--- src/rtl/eyearch_cpu_if.sv ---
// Program ROM port: the core drives the fetch address, the ROM returns the word combinationally.
interface eyearch_cpu_if #(
   parameter int unsigned ADDR_W  = 16,
   parameter int unsigned INSTR_W = 32
);
   logic [ADDR_W-1:0]  prom_addr;
   logic [INSTR_W-1:0] instruction;

   modport master (output prom_addr, input instruction);
   modport slave  (input prom_addr, output instruction);
endinterface

--- src/rtl/eyearch_cpu.sv ---
// Single-cycle 16-bit register CPU: fetch, execute and retire one instruction per clock.
module eyearch_cpu #(
   parameter int unsigned DATA_W = 16,
   parameter int unsigned ADDR_W = 16,
   parameter int unsigned NREGS  = 32
) (
   input  logic              clk,
   input  logic              rst,
   eyearch_cpu_if.master     prom
);
   localparam int unsigned RIDX_W = $clog2(NREGS);
   localparam int unsigned SHAM_W = $clog2(DATA_W);

   localparam logic [5:0] OP_ADDI = 6'h01;
   localparam logic [5:0] OP_SUBI = 6'h02;
   localparam logic [5:0] OP_ANDI = 6'h03;
   localparam logic [5:0] OP_ORI  = 6'h04;
   localparam logic [5:0] OP_XORI = 6'h05;
   localparam logic [5:0] OP_SHLI = 6'h06;
   localparam logic [5:0] OP_SHRI = 6'h07;
   localparam logic [5:0] OP_LDI  = 6'h0E;
   localparam logic [5:0] OP_JMP  = 6'h10;
   localparam logic [5:0] OP_JZ   = 6'h11;
   localparam logic [5:0] OP_JNZ  = 6'h12;
   localparam logic [5:0] OP_JC   = 6'h13;

   // Architectural state; regs/z_flag/c_flag keep these names for hierarchical inspection
   logic [DATA_W-1:0] regs [NREGS];
   logic              z_flag;
   logic              c_flag;
   logic [ADDR_W-1:0] pc_q;
   logic [ADDR_W-1:0] pc_d;
   logic              z_d;
   logic              c_d;

   // Decoded fields
   logic [5:0]        opcode;
   logic [RIDX_W-1:0] rs;
   logic [RIDX_W-1:0] rd;
   logic [DATA_W-1:0] imm;
   logic [DATA_W-1:0] rs_val;
   logic [DATA_W-1:0] result;
   logic              wr_en;
   logic [DATA_W:0]   sum_ext;

   assign opcode = prom.instruction[5:0];
   assign rs     = prom.instruction[10:6];
   assign rd     = prom.instruction[15:11];
   assign imm    = prom.instruction[31:16];

   // r0 is hardwired to zero on the read side
   assign rs_val  = (rs == '0) ? '0 : regs[rs];
   assign sum_ext = {1'b0, rs_val} + {1'b0, imm};

   assign prom.prom_addr = pc_q;

   // Next-state decode: result, register write enable, flags and PC
   always_comb begin
      pc_d   = pc_q + ADDR_W'(1);
      z_d    = z_flag;
      c_d    = c_flag;
      result = '0;
      wr_en  = 1'b0;
      unique case (opcode)
         OP_ADDI: begin result = sum_ext[DATA_W-1:0]; c_d = sum_ext[DATA_W]; wr_en = 1'b1; end
         OP_SUBI: begin result = rs_val - imm; c_d = (rs_val < imm); wr_en = 1'b1; end
         OP_ANDI: begin result = rs_val & imm; c_d = 1'b0; wr_en = 1'b1; end
         OP_ORI:  begin result = rs_val | imm; c_d = 1'b0; wr_en = 1'b1; end
         OP_XORI: begin result = rs_val ^ imm; c_d = 1'b0; wr_en = 1'b1; end
         OP_SHLI: begin result = rs_val << imm[SHAM_W-1:0]; c_d = 1'b0; wr_en = 1'b1; end
         OP_SHRI: begin result = rs_val >> imm[SHAM_W-1:0]; c_d = 1'b0; wr_en = 1'b1; end
         OP_LDI:  begin result = imm; wr_en = 1'b1; end
         OP_JMP:  pc_d = ADDR_W'(imm);
         OP_JZ:   if (z_flag)  pc_d = ADDR_W'(imm);
         OP_JNZ:  if (!z_flag) pc_d = ADDR_W'(imm);
         OP_JC:   if (c_flag)  pc_d = ADDR_W'(imm);
         default: ;
      endcase
      // Zero flag only tracks ALU ops, not LDI
      if (opcode >= OP_ADDI && opcode <= OP_SHRI) begin
         z_d = (result == '0);
      end
   end

   // State update; reset overrides any instruction on the bus
   always_ff @(posedge clk) begin
      if (rst) begin
         pc_q   <= '0;
         z_flag <= 1'b0;
         c_flag <= 1'b0;
         for (int i = 0; i < int'(NREGS); i++) begin
            regs[i] <= '0;
         end
      end else begin
         pc_q   <= pc_d;
         z_flag <= z_d;
         c_flag <= c_d;
         if (wr_en && rd != '0) begin
            regs[rd] <= result;
         end
      end
   end
endmodule

--- src/flat_wrapper.sv ---
// flat-port wrapper written by rule: the top's interface ports become plain ports
module eyearch_cpu_flat 
#(
   parameter int unsigned DATA_W = 16,
   parameter int unsigned ADDR_W = 16,
   parameter int unsigned NREGS  = 32
)
  (clk, rst, prom_prom_addr, prom_instruction);
  eyearch_cpu_if #(.ADDR_W(ADDR_W)) prom_i ();
  input  logic clk;
  input  logic rst;
  output wire logic [$bits(prom_i.prom_addr)-1:0] prom_prom_addr;
  input wire logic [$bits(prom_i.instruction)-1:0] prom_instruction;
  assign prom_prom_addr = prom_i.prom_addr;
  assign prom_i.instruction = prom_instruction;
  eyearch_cpu #(.DATA_W(DATA_W), .ADDR_W(ADDR_W), .NREGS(NREGS)) u_core (.clk(clk), .rst(rst), .prom(prom_i));
endmodule
--- config.mk ---
export PLATFORM = sky130hd
export DESIGN_NAME = eyearch_cpu_flat
export DESIGN_NICKNAME = d
export VERILOG_FILES = /design/src/rtl/eyearch_cpu_if.sv /design/src/rtl/eyearch_cpu.sv /design/src/flat_wrapper.sv
export SDC_FILE = /design/constraint.sdc
export NUM_CORES = 1
export LEC_CHECK = 0
export ABC_CLOCK_PERIOD_IN_PS = 5850
export CAP_MARGIN = 0
export CORE_MARGIN = 2
export CORE_UTILIZATION = 44
export CTS_CLUSTER_SIZE = 25
export DETAILED_ROUTE_END_ITERATION = 12
export DONT_BUFFER_PORTS = 1
export PLACE_DENSITY = 0.57
export SETUP_SLACK_MARGIN = 0.02
export SYNTH_ARGS = -nofsm -noshare
export SYNTH_HDL_FRONTEND = slang
export SYNTH_SLANG_ARGS = --single-unit
export TNS_END_PERCENT = 5
--- constraint.sdc ---
create_clock -name clk -period 5.85 [get_ports clk]
set_clock_uncertainty 0.1 [all_clocks]
set_input_delay 0 -clock clk [delete_from_list [all_inputs] [get_ports clk]]
set_output_delay 0 -clock clk [all_outputs]
set_load 0.01 [all_outputs]
# Word-level counts from Yosys, hierarchy flattened
# Memory sizes are Yosys's and may differ from the RTL's.
# Index checks and enable logic that the tools add are counted.
dict set report word_totals {
  regBits 18
  mem_bits_rw 512
  output_inout_bits 16
  memories 1
}
dict set report classes {
  addsub 3
  order_cmp 3
  eq_ne 12
  shift 2
  mux 16
  bitwise 3
  n_reduce_logical 9
}
# memory words word_bits read_ports rd_ports_with_merged_regs wr line_no
set memory_table {}
lappend memory_table {u_core.regs 32 16 1 0 32 eyearch_cpu.sv:28} ;# logic [DATA_W-1:0] regs [NREGS];
# op count
set ops {}
lappend ops {{$pmux W16 S8} 1}
lappend ops {{$mux W16} 5}
lappend ops {{$pmux W16 S4} 1}
lappend ops {{$eq A6 B3 Y1 const B} 4}
lappend ops {{$eq A6 B5 Y1 const B} 4}
lappend ops {{$add A16 B16 Y17} 1}
lappend ops {{$add A16 B1 Y16 const B} 1}
lappend ops {{$and A16 B16 Y16} 1}
lappend ops {{$logic_not A16 Y1} 1}
lappend ops {{$lt A16 B16 Y1} 1}
lappend ops {{$or A16 B16 Y16} 1}
lappend ops {{$reduce_or A16 Y1} 1}
lappend ops {{$shl A16 B4 Y16} 1}
lappend ops {{$shr A16 B4 Y16} 1}
lappend ops {{$sub A16 B16 Y16} 1}
lappend ops {{$xor A16 B16 Y16} 1}
lappend ops {{$eq A6 B2 Y1 const B} 2}
lappend ops {{$reduce_or A8 Y1} 1}
lappend ops {{$mux W1} 7}
lappend ops {{$eq A6 B1 Y1 const B} 1}
lappend ops {{$eq A6 B4 Y1 const B} 1}
lappend ops {{$ge A6 B1 Y1 const B} 1}
lappend ops {{$le A6 B3 Y1 const B} 1}
lappend ops {{$logic_not A5 Y1} 1}
lappend ops {{other kinds (6)} 7}

# Depth between registers and ports, before layout
# Gate-level depths: netlist of run 1.
dict set report logic_depth {
  depth_word 9
  depth_mapped 26
  mapped_depth_nobuf 21
}

# Worst setup path after synthesis of run 1
# Ideal clock, no wire load.
dict set report synth_timing {
  path_type {input to register}
  from {in prom_instruction[8]}
  to {mem u_core.regs[10][14], data pin}
  setup_time_ns 0.266
  arrival_time_ns 4.969
  required_time_ns 5.484
  slack_ns 0.515
  path_stages 25
  path_buffers 6
  path_cell_list {buf_2 > buf_2 > buf_2 > buf_2 > buf_2 > mux4_2 > a22oi_1 > nand4_1 > nand2_1 > inv_1 > ha_1 > inv_1 > fa_1 > nor2_1 > o311ai_0 > a221oi_1 > a2111oi_0 > o21bai_1 > a21oi_1 > o31ai_1 > xnor2_1 > nor2_1 > nor4_1 > buf_2 > nor2_1}
}
# element line_no
set synth_rtl {}
lappend synth_rtl {{start: declaration} flat_wrapper.sv:13} ;# input wire logic [$bits(prom_i.instruction)-1:0] prom_instruction;
lappend synth_rtl {{end: declaration} eyearch_cpu.sv:28}

# Worst setup path in the final report of run 1
dict set report layout_timing {
  from {mem u_core.regs[7][0]}
  to {reg u_core.c_flag}
}
dict set report layout_via {
  elab_chain_cells 4
  elab_cells_between_ends 5
  classes_between {add/sub: 1; order compare: 1; mux: 2; memory: 1}
}
# element line_no
set layout_lines {}
lappend layout_lines {{$mem_v2 Z32 W16 (*)} n/a}
lappend layout_lines {{$mux W16 (*)} eyearch_cpu.sv:52} ;# assign rs_val = (rs == '0) ? '0 : regs[rs];
lappend layout_lines {{$add A16 B16 Y17 or $lt A16 B16 Y1 (tied branches)} {eyearch_cpu.sv:53, eyearch_cpu.sv:66}}
lappend layout_lines {{$pmux W1 S3 (*)} eyearch_cpu.sv:64} ;# unique case (opcode)
lappend layout_lines {{end signal: assignment} eyearch_cpu.sv:90} ;# c_flag <= 1'b0;
lappend layout_lines {{end signal: assignment} eyearch_cpu.sv:97} ;# c_flag <= c_d;
lappend layout_lines {{end: declaration} eyearch_cpu.sv:30} ;# logic c_flag;
# Mark *: on every way between the ends. The rest lies on a longest branch, timed or not.
# A chain may end at the register's enable or synchronous reset.

==> flow_metrics.tcl, run 1 <==
set metrics [dict create \
    status "completed" \
    synth_cells 2358 \
    gr-total-overflow 0 \
    grt_antenna_before_repair 1 \
    yosysSeqAreaShare 0.580 \
    place.gp.congestion 0.940 \
    synth.distinct_cells 77 \
    synthArstFlopShare 0 \
    routed_wl_mm 90.1 \
    drive_above_1_share 0.113 \
    r2r_slack_ns 0.21 \
    rsz0062_at_grt "false" \
    timing_hold_violations_final 0 \
    critical_path_required_ns 6.25 \
    dieArea_sq_um 63700 \
    setup_viol 0 \
    antenna_left 0 \
    hold_depth 4 \
    synth-edff-count 512 \
    ios 50 \
    die_h_um 252 \
    grt_pass1_wl_mm 132 \
    hold_class "in -> reg" \
    detail_route.wl_per_cell_um 27.7 \
    cts.clk_slew.worst_paths_ns 0.06 \
    htreeDepth 2 \
    drc 0 \
    finalMaxSlewViolations 0 \
    cts_tree "done" \
    max_slew.worst_pin.slew_ns 1.13 \
    crit_type "reg -> reg" \
    clkSinkCount 530 \
    clock_latency_ns 0.62 \
    ir_drop_mv 0.220 \
    synthFlopType "edfxtp_1" \
    ys_ff_latch 530 \
    fmax_ghz 0.177 \
    n_antenna_cell 0 \
    cap_violations 0 \
    relSlewSlack 0.241 \
    min_to "u_core.regs[24][2]" \
    start_util 0.442 \
    endpoint_kind "flip-flop" \
    period_needed_ns 5.64 \
    syn2layout_area_growth_pct 13.9 \
    multi_input_area_sq_um 10600 \
    timing.rr.start "u_core.regs[7][0]" \
    first_global_vias 19441 \
    io_buffers 0 \
    tns_ns 0 \
    hp-start "prom_instruction[14]" \
    post-route-period-util 0.964 \
    whs_ns 0.0340 \
    dr.first_iter.drc_count 2269 \
    syn_area_per_cell_sq_um 11.5 \
    cp_data_arrival_time_ns 6.04 \
    fin_area_sq_um 30900 \
    synthTopCellsByArea "edfxtp_1, nor2_1, mux2i_1, mux4_2, ha_1" \
    synth_common_cells "nor2_1, edfxtp_1, mux2i_1, clkbuf_1, nand2_1" \
    place_hpwl_mm 57.8 \
    regArea_sq_um 15700 \
    worst_setup_path_start_kind "flip-flop" \
    leakagePower_nw 11.2 \
    die_width_um 252 \
    synth_warnings 0 \
    yosys.area.top_type "edfxtp_1" \
    synth_top_cell_area_share 0.567 \
    coreArea_sq_um 61400 \
    rows 91 \
    fillers 5420 \
    powerDensity_nw_per_um2 294 \
    root_buffer "clkbuf_16" \
    cts_buffer_depth 3 \
    via_per_inst 6.16 \
    cts_buffers 56 \
    rr_endpoint "u_core.c_flag" \
    vias 20035 \
    nNetsFinal 2508 \
    yosys.cell_count.top_type "nor2_1" \
    crit_path_max_fanout 5 \
    worstRegToRegCells 23 \
    post_dp_cell_area_sq_um 28500 \
    syn_area_sq_um 27100 \
    grtUsageTotal 0.281 \
    grt_max_degree 141 \
    dr.pass1.iters 8 \
]
## timing repair
item,in CTS,in global routing
resized for setup,0,2
endpoints found under the hold margin,422,0
buffers inserted,0,0
endpoints found under the setup margin,0,53
hold buffers,59,0
## metrics by stage
| step | utilization | instances | power [mW] | setup slack [ns] |
|---|---|---|---|---|
| final | 0.503 | 3253 | 9.08 | 0.209 |
| after global routing | 0.503 | 3253 | 9.33 | 0.0556 |
| after CTS | 0.503 | 3253 | 9.10 | 0.162 |
| after detailed placement | 0.465 | 3093 | 5.62 | 0.331 |
| after global placement | 0.465 | 3093 | 5.61 | 0.352 |
| after floorplan | - | 2373 | 5.18 | 0.515 |
## registers in the layout, indices dropped and copies added (netlist names)
register and flops:
u_core.prom.prom_addr 16, u_core.c_flag 1, u_core.z_flag 1, u_core.regs 512
## where the power goes
group          total, mW  switching, mW  leakage (nW)  internal [mW]
registers           4.33         0.0414          5.43           4.29
logic               1.27          0.821          4.87          0.448
clock network       3.49           1.49         0.859           2.00
total               9.08           2.35          11.2           6.73
## layout make-up
class	instances	share of cell area
clock inverter	32	0.00960
clock buffer	69	0.0476
timing repair buffer	174	0.0513
tap	790	0.0320
sequential	530	0.509
inverter	49	0.00595
multi-input combinational	1609	0.344
## how the worst max path moves through the flow
stage	from	end	slack [ns]	cells past startpoint
2_1_floorplan	prom_instruction[8]	u_core.regs[10][14]	0.51	25
3_3_place_gp	u_core.regs[15][0]	u_core.regs[13][14]	0.35	22
3_5_place_dp	u_core.regs[15][0]	u_core.regs[13][14]	0.33	22
4_1_cts	u_core.regs[15][0]	u_core.c_flag	0.16	23
5_1_grt	u_core.regs[15][0]	u_core.c_flag	0.06	23
6_report	u_core.regs[7][0]	u_core.c_flag	0.21	23
## critical path, cell delays in order (launching register included)
cell and delay [ns]:
edfxtp_1 0.36, mux4_2 0.48, a22oi_1 0.38, nand4_1 0.31
nand2_1 0.26, inv_1 0.09, ha_1 0.22, inv_1 0.08
fa_1 0.19, nor2_1 0.06, o311ai_0 0.36, buf_4 0.19
a221oi_1 0.10, a2111oi_0 0.41, buf_4 0.19, o21bai_1 0.06
a21oi_1 0.22, o31ai_1 0.13, a21oi_1 0.18, nor2_1 0.06
nor3_1 0.20, a2bb2oi_1 0.26, nor3_1 0.08, dlygate4sd3_1 0.55
## routing by layer
layer  global-route usage  vias up  wire, um
met5                    0        -        12
met4                0.101        2      3420
met3               0.0415      180      6780
met2                0.462      926     43400
met1                0.381    10143     36500
li1                     -     8784         -
## placed cells by master, fill, tap and decap left out, types with 10 or more instances in the layout
cell type      netlist  final
nor2_1             597    597
edfxtp_1           512    512
mux2i_1            155    155
nand2_1            117    117
buf_4                7    106
a22oi_1             84     82
a21oi_1             74     72
mux4_2              58     58
dlygate4sd3_1        0     58
nand3_1             56     56
clkbuf_16            0     56
ha_1                52     52
inv_1               48     48
nand2b_1            42     42
o21ai_0             32     32
nor3_1              24     24
a211oi_1            23     20
nor2b_1             18     18
o22ai_1             18     18
nand4_1             18     18
dfxtp_1             18     18
and2_1              16     16
conb_1               1     16
a221oi_1            16     15
xnor2_1             14     14
clkinv_1             1     13
o221ai_1            12     12
a31oi_1             12     11
or3_1               11     11
clkbuf_1           139     11
and3_1              10     10
and4_1              10     10
## cell families (layout without fill, tap and decap cells)
group,count (synthesis),in the layout,share of synthesized area
muxes,216,216,0.107
other,1,16,0.000138
DFF,530,530,0.580
buffers and inverters,234,324,0.0361
AOI/OAI and AO/OA,358,358,0.0946
xor gates and xnor gates,21,21,0.00678
adders and majority gates,54,54,0.0255
and+or+nand+nor,944,944,0.150
Note: power is estimated with default switching activity, not from simulation.
==> run 2, diff against run 1 <==
--- a/config.mk
+++ b/config.mk
@@ -13,6 +13,7 @@
 export DETAILED_ROUTE_END_ITERATION = 12
 export DONT_BUFFER_PORTS = 1
 export PLACE_DENSITY = 0.57
+export REMOVE_ABC_BUFFERS = 1
 export SETUP_SLACK_MARGIN = 0.02
 export SYNTH_ARGS = -nofsm -noshare
 export SYNTH_HDL_FRONTEND = slang
==> flow_metrics.tcl, run 2 (same netlist as run 1, synthesis figures left out) <==
set metrics [dict create \
    status "completed" \
    rsz0062_at_grt "false" \
    dr.first_iter.drc_count 2379 \
    post-route-util 0.504 \
    start_util 0.442 \
    place.gp.congestion 0.954 \
    powerDensity_nw_per_um2 296 \
    crit_path_max_fanout 32 \
    cts_buffer_depth 3 \
    largest_reg_flops 512 \
    endpoint_kind "flip-flop" \
    cap_violations 0 \
    vias 19947 \
    r2r_slack_ns 0.26 \
    cts.clk_slew.worst_paths_ns 0.06 \
    cp_data_arrival_time_ns 5.83 \
    fin_area_sq_um 30900 \
    routed_wl_mm 90.1 \
    timing.rr.start "u_core.regs[30][1]" \
    post-place-ws_ns 0.0895 \
    fin_ws_ns 0.263 \
    root_buffer "clkbuf_16" \
    final_common_cell "nor2_1" \
    fillers 5382 \
    post_dp_cell_area_sq_um 28400 \
    multi_input_area_sq_um 10600 \
    clkSinkCount 530 \
    finalMaxSlewViolations 0 \
    slowest_stage "mux4_2" \
    slowest_delay_ns 0.47 \
    dieArea_sq_um 63700 \
    die_h_um 252 \
    leakagePower_nw 11.2 \
    power_mw 9.15 \
    coreArea_sq_um 61400 \
    min_to "u_core.regs[25][8]" \
    ios 50 \
    crit_type "reg -> reg" \
    ir_drop_mv 0.252 \
    syn2layout_area_growth_pct 13.9 \
    fin_cells 3255 \
    rr_endpoint "u_core.regs[21][15]" \
    nNetsFinal 2505 \
    cts_buffers 57 \
    period_needed_ns 5.59 \
    max_slew.worst_pin.slew_ns 1.27 \
    first_global_vias 19487 \
    layout_common_cells "nor2_1, edfxtp_1, mux2i_1" \
    io_buffers 0 \
    worst_setup_path_start_kind "flip-flop" \
    grt_max_degree 141 \
    clock_latency_ns 0.66 \
    gr-total-overflow 0 \
    hold_class "in -> reg" \
    via_per_inst 6.13 \
    crit_chain "mux4_2 > o21ai_0 > nor4_1 > buf_4 > nand2_1 > inv_1 > ha_1 > nand2b_1 > a221oi_1 > o221ai_1 > o41ai_1 > o41ai_1 > buf_4 > o21bai_1 > a21oi_1 > o31ai_1 > o221ai_1 > a211oi_4 > buf_12 > nor2_1" \
    grt_antenna_before_repair 3 \
    place_hpwl_mm 58.2 \
    drc 0 \
    dr.pass1.iters 8 \
    setup_viol 0 \
    regArea_sq_um 15700 \
    post_cts_buffers 0 \
    hp-start "prom_instruction[13]" \
    grtUsageTotal 0.282 \
    cts_tree "done" \
    n_antenna_cell 0 \
    worstRegToRegCells 20 \
    grt_pass1_wl_mm 132 \
    die_width_um 252 \
    largest_register "u_core.regs" \
    drive_above_1_share 0.114 \
    post-route-period-util 0.955 \
    relSlewSlack 0.148 \
    hold_depth 4 \
    critical_path_required_ns 6.10 \
    htreeDepth 2 \
    detail_route.wl_per_cell_um 27.7 \
    antenna_left 0 \
    timing_hold_violations_final 0 \
    rows 91 \
    placedCellCount 3086 \
    fmax_ghz 0.179 \
]
## run 2: cell types whose count changed in the layout (fill, tap and decap cells not counted), moves of 3 or more
cell,previous run,this run
buf_4,106,102
clkbuf_1,11,5
clkinv_2,9,17
dlygate4sd3_1,58,61
## run 2: how the worst max path moves through the flow
stage	start	to	slack [ns]	depth (start not counted)
detailed placement	u_core.regs[30][0]	u_core.z_flag	0.09	20
CTS	u_core.regs[30][0]	u_core.regs[21][14]	0.007	22
global route	u_core.regs[13][2]	u_core.regs[20][14]	0.07	21
floorplan	u_core.regs[7][0]	u_core.z_flag	-0.62	19
global placement	u_core.regs[26][0]	u_core.z_flag	0.08	20
finish	u_core.regs[30][1]	u_core.regs[21][15]	0.26	20
## run 2: power by group
| part | switching, mW | internal [mW] |
|---|---|---|
| Clock | 1.59 | 1.98 |
| Sequential | 0.0403 | 4.29 |
| Combinational | 0.828 | 0.434 |
## run 2: through the flow
step,hold slack [ns],TNS (ns)
4_1_cts,0.00722,0
3_3_place_gp,0.0114,0
5_1_grt,0.0448,0
2_1_floorplan,-0.0309,-26.37
6_report,0.0277,0
3_5_place_dp,0.0150,0
## run 2: critical path: cells and delay by family (launching register included)
family          cells  cell delay (ns)
compound gates     10             2.73
mux                 1             0.47
simple gates        4             0.51
fa+ha+maj           1             0.32
buf+inv             4             0.72
flops               1             0.36
## run 2: layout make-up
| cell class | count | area share |
|---|---|---|
| flip-flops and latches | 530 | 0.509 |
| repair buffers | 170 | 0.0491 |
| inverters | 49 | 0.00595 |
| clock buffers | 62 | 0.0468 |
| clock inverters | 45 | 0.0127 |
| multi-input cells | 1609 | 0.344 |
| well taps | 790 | 0.0320 |
## run 2: metal layers
metal / up-vias / routed length (um) / GRT usage
met5: - / 21 / 0
met4: 4 / 3250 / 0.101
met3: 168 / 6710 / 0.0446
met2: 899 / 43000 / 0.464
met1: 10096 / 37200 / 0.380
li1: 8780 / - / -
## run 2: repair_timing
item                                    4_1_cts  5_1_grt
endpoints found under the hold margin       476        0
resized for setup                             1        4
hold buffers                                 62        0
pin swaps                                     0        0
endpoints found under the setup margin        2       47
